<file path="config.mk">
export PLATFORM = sky130hd
export DESIGN_NAME = toggle_acc_arbiter
export DESIGN_NICKNAME = d
export VERILOG_FILES = /design/src/rtl/toggle_acc_arbiter.sv
export SDC_FILE = /design/constraint.sdc
export NUM_CORES = 1
export LEC_CHECK = 0
export CORE_AREA = 2 2 39 41
export CTS_BUF_LIST = sky130_fd_sc_hd__clkbuf_8
export CTS_CLUSTER_SIZE = 40
export DETAILED_ROUTE_END_ITERATION = 10
export DIE_AREA = 0 0 41 43
export PLACE_DENSITY = 0.7
export SYNTH_ARGS = -nofsm -noshare
export SYNTH_HDL_FRONTEND = slang
export SYNTH_SLANG_ARGS = --single-unit
</file>
<file path="constraint.sdc">
create_clock -name clk -period 1.65 [get_ports clk]
set_clock_uncertainty 0.05 [all_clocks]
set_input_delay 0.165 -clock clk [delete_from_list [all_inputs] [get_ports clk]]
set_output_delay 0.165 -clock clk [all_outputs]
set_load 0.01 [all_outputs]
</file>
<file path="src/rtl/toggle_acc_arbiter.sv">
// toggle_acc_arbiter: round-robin scheduler that lends one XOR-feedback toggle
// accumulator to two serial bit-stream requesters, one FRAME_LEN-bit frame at a
// time, and reports each frame's parity and owner.
module toggle_acc_arbiter #(
  parameter int unsigned FRAME_LEN = 8
) (
  input  logic       clk,
  input  logic       reset,
  input  logic [1:0] req_valid,
  input  logic [1:0] req_bit,
  output logic [1:0] req_ready,
  output logic       acc,
  output logic       busy,
  output logic       done,
  output logic       parity,
  output logic       owner
);

  localparam int unsigned   CW   = (FRAME_LEN > 1) ? $clog2(FRAME_LEN) : 1;
  localparam logic [CW-1:0] LAST = CW'(FRAME_LEN - 1);

  typedef enum logic [1:0] {
    S_IDLE,
    S_STREAM,
    S_DONE
  } state_t;

  state_t        state;
  state_t        state_nxt;
  logic          grantee;
  logic          ptr;
  logic          pick;
  logic          accept;
  logic          last_bit;
  logic          cur_bit;
  logic [CW-1:0] cnt;

  // State register.
  always_ff @(posedge clk) begin
    if (reset) state <= S_IDLE;
    else       state <= state_nxt;
  end

  // Next state, grant choice and outputs decoded from state and grantee only.
  always_comb begin
    state_nxt = state;
    req_ready = 2'b00;
    busy      = 1'b0;
    done      = 1'b0;
    pick      = ptr;
    cur_bit   = req_bit[grantee];
    accept    = 1'b0;
    last_bit  = (cnt == LAST);

    if (req_valid == 2'b01)      pick = 1'b0;
    else if (req_valid == 2'b10) pick = 1'b1;

    case (state)
      S_IDLE: begin
        if (|req_valid) state_nxt = S_STREAM;
      end
      S_STREAM: begin
        busy      = 1'b1;
        req_ready = grantee ? 2'b10 : 2'b01;
        accept    = req_valid[grantee];
        if (accept && last_bit) state_nxt = S_DONE;
      end
      S_DONE: begin
        busy      = 1'b1;
        done      = 1'b1;
        state_nxt = S_IDLE;
      end
      default: state_nxt = S_IDLE;
    endcase
  end

  // Accumulator, bit counter, grantee/pointer and frame result registers.
  always_ff @(posedge clk) begin
    if (reset) begin
      acc     <= 1'b0;
      cnt     <= '0;
      grantee <= 1'b0;
      ptr     <= 1'b0;
      parity  <= 1'b0;
      owner   <= 1'b0;
    end else begin
      case (state)
        S_IDLE: begin
          if (|req_valid) begin
            grantee <= pick;
            acc     <= 1'b0;
            cnt     <= '0;
          end
        end
        S_STREAM: begin
          if (accept) begin
            acc <= acc ^ cur_bit;
            cnt <= last_bit ? '0 : cnt + 1'b1;
            if (last_bit) begin
              parity <= acc ^ cur_bit;
              owner  <= grantee;
            end
          end
        end
        S_DONE: begin
          ptr <= ~grantee;
        end
        default: ;
      endcase
    end
  end

endmodule

</file>
==> results of run 1 <==
[placed cells by master, fill, tap and decap left out]
cell type,n
a211oi_1,1
a21oi_1,6
a21oi_4,1
a32oi_1,1
and2_1,3
buf_4,1
buf_6,1
clkbuf_8,4
clkdlybuf4s50_1,8
dfxtp_1,10
dlygate4sd2_1,3
dlymetal6s2s_1,1
ha_1,4
ha_4,1
inv_1,6
mux2i_1,4
mux2i_2,1
nand2_1,4
nand2b_1,1
nand3_1,2
nor2_1,6
nor2b_1,1
nor2b_4,1
nor3b_1,1
o21ai_0,5
o21bai_1,1
o22ai_1,1
o311ai_0,1
o32ai_1,1
or2b_1,2
or3_1,1
xnor2_1,2
[cells by family (layout without fill, tap and decap cells)]
| group | after synthesis | in the layout | share of synthesized area [%] |
|---|---|---|---|
| buf+inv | 9 | 24 | 6.71 |
| mux | 5 | 5 | 8.74 |
| fa+ha+maj | 5 | 5 | 10.2 |
| flops | 10 | 10 | 32.5 |
| compound gates | 18 | 18 | 19.3 |
| xor+xnor | 2 | 2 | 2.85 |
| simple gates | 22 | 22 | 19.7 |
[repair_timing]
action,4_1_cts,5_1_grt
gates resized for setup,4,3
hold buffers,0,0
endpoints found under the setup margin,3,4
[worst paths after layout]
path                            startpoint     to  slack [ns]
worst max-delay path              state[0]    acc        0.13
worst min-delay path                 owner  owner        0.43
worst max register to register    state[0]    acc        0.13
worst min register to register       owner  owner        0.43
[per-layer routing]
metal / GRT usage [%] / vias to the layer above / wire [µm]
li1: - / 275 / -
met1: 20.2 / 265 / 513
met2: 27.5 / 8 / 646
met3: 5.76 / 2 / 59
met4: 8.00 / 0 / 9
met5: 0 / - / 0
[cell type report]
| type | instances | area, µm² |
|---|---|---|
| clock buffer | 4 | 55.1 |
| multi-input combinational | 52 | 387 |
| tap | 16 | 20.0 |
| sequential | 10 | 200 |
| timing repair buffer | 14 | 138 |
| fill | 133 | 562 |
| inverter | 6 | 22.5 |
[worst max-delay path: cells and delay by family (launching register included)]
kind	cells	cell delay, ns
compound gates	3	0.49
flops	1	0.39
fa+ha+maj	1	0.27
simple gates	1	0.15
buf+inv	1	0.09
[power groups by stage]
stage	Sequential (mW)	Combinational, mW	Clock (mW)
6_report	0.268	0.167	0.302
3_5_place_dp	0.271	0.167	0
5_1_grt	0.269	0.185	0.325
4_1_cts	0.266	0.162	0.310
2_1_floorplan	0.265	0.118	0
3_3_place_gp	0.270	0.165	0
[state kept, by name, indices dropped and copies added, names as in the netlist]
name / flops
acc: 1
cnt: 3
grantee: 1
owner: 1
parity: 1
ptr: 1
state: 2
[metrics by stage]
| step | area [µm²] | hold slack [ns] | total power, mW |
|---|---|---|---|
| 6_report | 822 | 0.426 | 0.737 |
| 3_5_place_dp | 752 | 0.419 | 0.438 |
| 2_1_floorplan | 616 | 0.287 | 0.383 |
| 3_3_place_gp | 752 | 0.411 | 0.435 |
| 4_1_cts | 806 | 0.429 | 0.739 |
| 5_1_grt | 822 | 0.475 | 0.780 |
==> metrics.csv, run 1 <==
stage;metric;value;unit
power;power_switching_share;25.6;%
critical_path;criticalPathCategory;reg2reg;
timing;slew_viol_final;0;
synthesis;number_of_enable_type_register_cells_in_the_synthesized_netlist;0;
cts;cts_post_setup_buffers_inserted;0;
power;cellLeakagePower;0.355;nW
synthesis;synth_top_cells_by_count;10 x dfxtp_1, 6 x a21oi_1, 6 x inv_1, 6 x nor2_1;
timing;post_route_minimum_period;1.52;ns
synthesis;synth.net_count;82;
drt;wirelength;1.23;mm
cts;cts_tree;yes;
layout;insertedDiodeCount;0;
outcome;run_status;finished clean;
synthesis;netlist.top_cell.by_area;dfxtp_1;
critical_path;cp_cell_sequence;inv_1 -> ha_1 -> o22ai_1 -> a21oi_4 -> nand2b_1 -> a21oi_1;
synthesis;synth-main-ff-cell;dfxtp_1;
layout;layout.cells.non_filler;102;
drt;ant_nets;0;
synthesis;yosysMostFrequentCell;dfxtp_1;
synthesis;yosysSeqAreaShare;32.5;%
synthesis;synth_cells;71;
drt;detail_route.vias_per_cell;5.39;
placed_design;detailedPlace.worstSlack;0.0144;ns
cts;cts-htree-levels;1;
timing;fin_tns_setup;0;ns
die;chipHeight;43;µm
drt;routed_wire_length_per_instance;12.1;µm
synthesis;syn_area_per_cell;8.67;µm²
drt;num_vias;550;
cts;clk-insertion-delay-late;0.23;ns
power;clkPwrFrac;41.0;%
timing;max-slew-margin-rel;74.6;%
global_routing;grt-ovfl-total;0;
critical_path;reg2regPathDepth;6;
cts;ctsRootBufferMaster;clkbuf_8;
timing;finalWorstSetupSlack;0.125;ns
critical_path;critical_path_peak_fanout;5;
global_routing;grt_first_pass_wirelength;2.04;mm
global_routing;first_global_vias;509;
die;design.die.area;1760;µm²
layout;postLayoutCoreUtil;59.4;%
synthesis;synth.area.top_cells;dfxtp_1 33%, ha_1 10%, mux2i_1 6.5%;
layout;final_nets;98;
global_routing;antenna_violations_before_repair;0;
drt;drt_first_iter_violations;5;
cts;cts.sink_count;10;
cts;clkTransAtPathRegs;0.05;ns
timing;maxClockFrequency;656;MHz
critical_path;cp-end-kind;register;
placed_design;post-place-cells;98;
die;chipWidth;41;µm
critical_path;cp_data_arrival_time;1.63;ns
timing;rsz0062_at_grt;no;
worst_hold_path;hold_path_depth;2;
layout;ratio_of_cells_with_drive_above_1_in_the_final_layout;11.6;%
placed_design;placement.io_buffers;12;
placed_design;placer_s_final_routability_congestion_estimate;0.761;
synthesis;syn-cell-area;616;µm²
drt;first_pass_iters;2;
die;pin_count;13;
flow_run;drv_cap;0;
synthesis;synthDominantCellAreaShare;32.5;%
synthesis;postSynthRegisterBits;10;
critical_path;timing.critical_path.required;1.76;ns
layout;synthToLayoutAreaGrowth;33.5;%
critical_path;delay_of_the_slowest_cell_on_the_worst_path;0.39;ns
global_routing;grt_util_all_layers;17.4;%
die;row_count;14;
timing;final-setup-viol-count;0;
timing;layout_worst_path_cycle_share;92.4;%
cts;maximum_root_to_sink_buffer_count;2;
timing;timing_worst_slew_pin_value;0.379;ns
die;initial_cell_density_of_the_core;44.5;%
power;switching_power;189;µW
synthesis;synth_cell_type_count;28;
synthesis;synth_warnings;0;
power;ir_drop;563;µV
critical_path;worstSetupStartpointType;register;
power;share_comb_of_total_power;22.7;%
timing;report.final.hold_viol_count;0;
global_routing;maximum_number_of_pins_on_one_net_before_global_route_repair;13;
power;power_frac_seq;36.3;%
die;design.core.area;1380;µm²
cts;cts_inserted_buffers;3;
placed_design;dpl.hpwl;922;µm
synthesis;synth_async_sr_flop_share;0;%
power;cell_internal_pwr;549;µW
critical_path;crit_path_top_delay_cell;dfxtp_1;
power;power_density;897;nW/µm²
worst_hold_path;class_of_the_worst_hold_path;reg2reg;
drt;detail_route.drc_violations;0;
(Power assumes the default switching activity.)
==> run 2: changes to the inputs <==
--- a/config.mk
+++ b/config.mk
@@ -5,12 +5,12 @@
 export SDC_FILE = /design/constraint.sdc
 export NUM_CORES = 1
 export LEC_CHECK = 0
-export CORE_AREA = 2 2 39 41
+export CORE_MARGIN = 1
+export CORE_UTILIZATION = 45
 export CTS_BUF_LIST = sky130_fd_sc_hd__clkbuf_8
 export CTS_CLUSTER_SIZE = 40
 export DETAILED_ROUTE_END_ITERATION = 10
-export DIE_AREA = 0 0 41 43
-export PLACE_DENSITY = 0.7
+export PLACE_DENSITY = 0.69
 export SYNTH_ARGS = -nofsm -noshare
 export SYNTH_HDL_FRONTEND = slang
 export SYNTH_SLANG_ARGS = --single-unit
==> run 2 against run 1 <==
  * Combinational power about the same
  * Global-route usage up 1.7 points
  * Cell area down 0.30%
  * Largest cell class unchanged
==> metrics.csv, run 2 (synthesized netlist as in run 1, its figures left out) <==
stage;metric;value;unit;change
die;chipWidth;39.0;µm;was 41 µm
cts;maximum_root_to_sink_buffer_count;2;;unchanged
critical_path;critical_path_peak_fanout;12;;was 5
critical_path;reg2regPathDepth;7;;was 6
drt;wirelength;1.17;mm;was 1.23 mm
die;row_count;12;;was 14
critical_path;cp_data_arrival_time;1.57;ns;was 1.63 ns
drt;detail_route.drc_violations;0;;unchanged
die;design.die.area;1520;µm²;was 1760 µm²
power;clkPwrFrac;41.2;%;was 41.0%
placed_design;dpl.hpwl;882;µm;was 922 µm
critical_path;worstSetupStartpointType;register;;unchanged
layout;largest_registers;cnt x3, state x2;;unchanged
cts;cts_hold_repair.buffers;0;;unchanged
layout;layout_commonest_cell;dfxtp_1;;unchanged
drt;routed_wire_length_per_instance;11.7;µm;was 12.1 µm
cts;cts_post_setup_buffers_inserted;0;;unchanged
layout;most_frequent_cells_in_the_layout;10 x dfxtp_1, 8 x clkdlybuf4s50_1, 6 x inv_1, 6 x nor2_1, 6 x a21oi_1;;unchanged
cts;cts_tree;yes;;unchanged
timing;layout_worst_path_cycle_share;91.4;%;was 92.4%
timing;timing_worst_slew_pin_value;0.352;ns;was 0.379 ns
timing;final-setup-viol-count;0;;unchanged
power;power_switching_share;25.6;%;about the same
cts;cts.sink_count;10;;unchanged
cts;clkTransAtPathRegs;0.05;ns;about the same
layout;synthToLayoutAreaGrowth;33.1;%;was 33.5%
worst_hold_path;hold_path_startpoint;owner;;unchanged
critical_path;crit_start;state[1];;was state[0]
power;power_frac_seq;36.2;%;was 36.3%
global_routing;grt-ovfl-total;0;;unchanged
placed_design;placement.io_buffers;12;;unchanged
layout;insertedDiodeCount;0;;unchanged
outcome;run_status;finished clean;;unchanged
cts;ctsRootBufferMaster;clkbuf_8;;unchanged
layout;num-fill-cells;103;;was 133
power;power_density;900;nW/µm²;was 897 nW/µm²
placed_design;placer_s_final_routability_congestion_estimate;0.730;;was 0.761
die;pin_count;13;;unchanged
drt;drt_first_iter_violations;10;;was 5
power;cell_internal_pwr;549;µW;about the same
cts;cts_inserted_buffers;3;;unchanged
drt;num_vias;532;;was 550
layout;ratio_of_cells_with_drive_above_1_in_the_final_layout;11.6;%;unchanged
worst_hold_path;hold-path-endpoint;owner;;unchanged
critical_path;regToRegSetupSlack;0.14;ns;was 0.13 ns
power;share_comb_of_total_power;22.6;%;was 22.7%
worst_hold_path;hold_path_depth;2;;unchanged
cts;cts-htree-levels;1;;unchanged
global_routing;antenna_violations_before_repair;0;;unchanged
drt;ant_nets;0;;unchanged
cts;clk-insertion-delay-late;0.23;ns;about the same
critical_path;timing.critical_path.required;1.71;ns;was 1.76 ns
flow_run;drv_cap;0;;unchanged
timing;post_route_minimum_period;1.51;ns;was 1.52 ns
critical_path;r2r_end;cnt[2];;was acc
die;design.core.area;1190;µm²;was 1380 µm²
critical_path;criticalPathCategory;reg2reg;;unchanged
die;initial_cell_density_of_the_core;51.9;%;was 44.5%
die;chipHeight;39.0;µm;was 43 µm
worst_hold_path;class_of_the_worst_hold_path;reg2reg;;unchanged
timing;slew_viol_final;0;;unchanged
power;p_total;737;µW;about the same
layout;regMostFlops;cnt;;unchanged
timing;report.final.hold_viol_count;0;;unchanged
layout;largest_reg_flops;3;;unchanged
critical_path;crit-reg2reg-launch;state[1];;was state[0]
drt;first_pass_iters;4;;was 2
timing;rsz0062_at_grt;no;;unchanged
global_routing;grt_first_pass_wirelength;1.99;mm;was 2.04 mm
power;ir_drop;857;µV;was 563 µV
timing;max-slew-margin-rel;76.5;%;was 74.6%
layout;final_nets;98;;unchanged
power;cellLeakagePower;0.355;nW;unchanged
timing;maxClockFrequency;663;MHz;was 656 MHz
timing;fin_tns_setup;0;ns;unchanged
global_routing;maximum_number_of_pins_on_one_net_before_global_route_repair;13;;unchanged
drt;detail_route.vias_per_cell;5.32;;was 5.39
power;switching_power;188;µW;was 189 µW
global_routing;first_global_vias;517;;was 509
global_routing;grt_util_all_layers;19.1;%;was 17.4%
critical_path;cp-end-kind;register;;unchanged
-- run 2: cell counts in the layout (fill, tap and decap cells not counted) --
No cell type changed its count.
-- run 2: metrics by stage --
step / area, µm² / std cells / worst slack, ns / util, % / hold WS, ns
finish: 820 / 100 / 0.141 / 69.1 / 0.424
global route: 820 / 100 / 0.0362 / 69.1 / 0.436
global placement: 749 / 96 / 0.0121 / 63.2 / 0.409
floorplan: 616 / 71 / 0.247 / - / 0.287
CTS: 803 / 100 / 0.0580 / 67.7 / 0.428
detailed placement: 749 / 96 / 0.00361 / 63.2 / 0.421
-- run 2: worst max path at each step --
stage               endpoint  cells after the start
finish                cnt[2]                      7
CTS                   cnt[2]                      7
global placement      cnt[0]                      5
global route          cnt[0]                      7
detailed placement    cnt[2]                      5
floorplan           state[1]                      6
-- run 2: repair_timing --
item                                    4_1_cts  5_1_grt
endpoints found under the setup margin        3        4
endpoints found under the hold margin         0        0
resized for setup                             4        3
gates cloned                                  0        0
-- run 2: layer usage --
| layer | global-route usage, % | vias to the layer above | wire [µm] |
|---|---|---|---|
| li1 | - | 274 | - |
| met1 | 20.6 | 247 | 526 |
| met2 | 35.8 | 9 | 605 |
| met3 | 3.47 | 2 | 27 |
| met4 | 7.76 | 0 | 11 |
| met5 | 0 | - | 0 |
-- run 2: power groups by stage --
stage          logic (mW)  clock network (mW)  registers [mW]
6_report            0.166               0.304           0.267
2_1_floorplan       0.118                   0           0.265
3_5_place_dp        0.167                   0           0.270
4_1_cts             0.162               0.316           0.265
3_3_place_gp        0.166                   0           0.270
5_1_grt             0.184               0.325           0.268
-- run 2: cell type report --
| type | count | area (µm²) | share of cell area (%) |
|---|---|---|---|
| Multi-Input combinational cell | 52 | 387 | 47.2 |
| Sequential cell | 10 | 200 | 24.4 |
| Timing Repair Buffer | 14 | 138 | 16.8 |
| Clock buffer | 4 | 55.1 | 6.72 |
| Inverter | 6 | 22.5 | 2.75 |
| Tap cell | 14 | 17.5 | 2.14 |
-- run 2: critical path, stage by stage (launching register included) --
cell and delay [ns]:
dfxtp_1 0.31, inv_1 0.13, ha_4 0.16, buf_6 0.14, o22ai_1 0.13, a21oi_4 0.20
mux2i_1 0.21, nor2_1 0.05
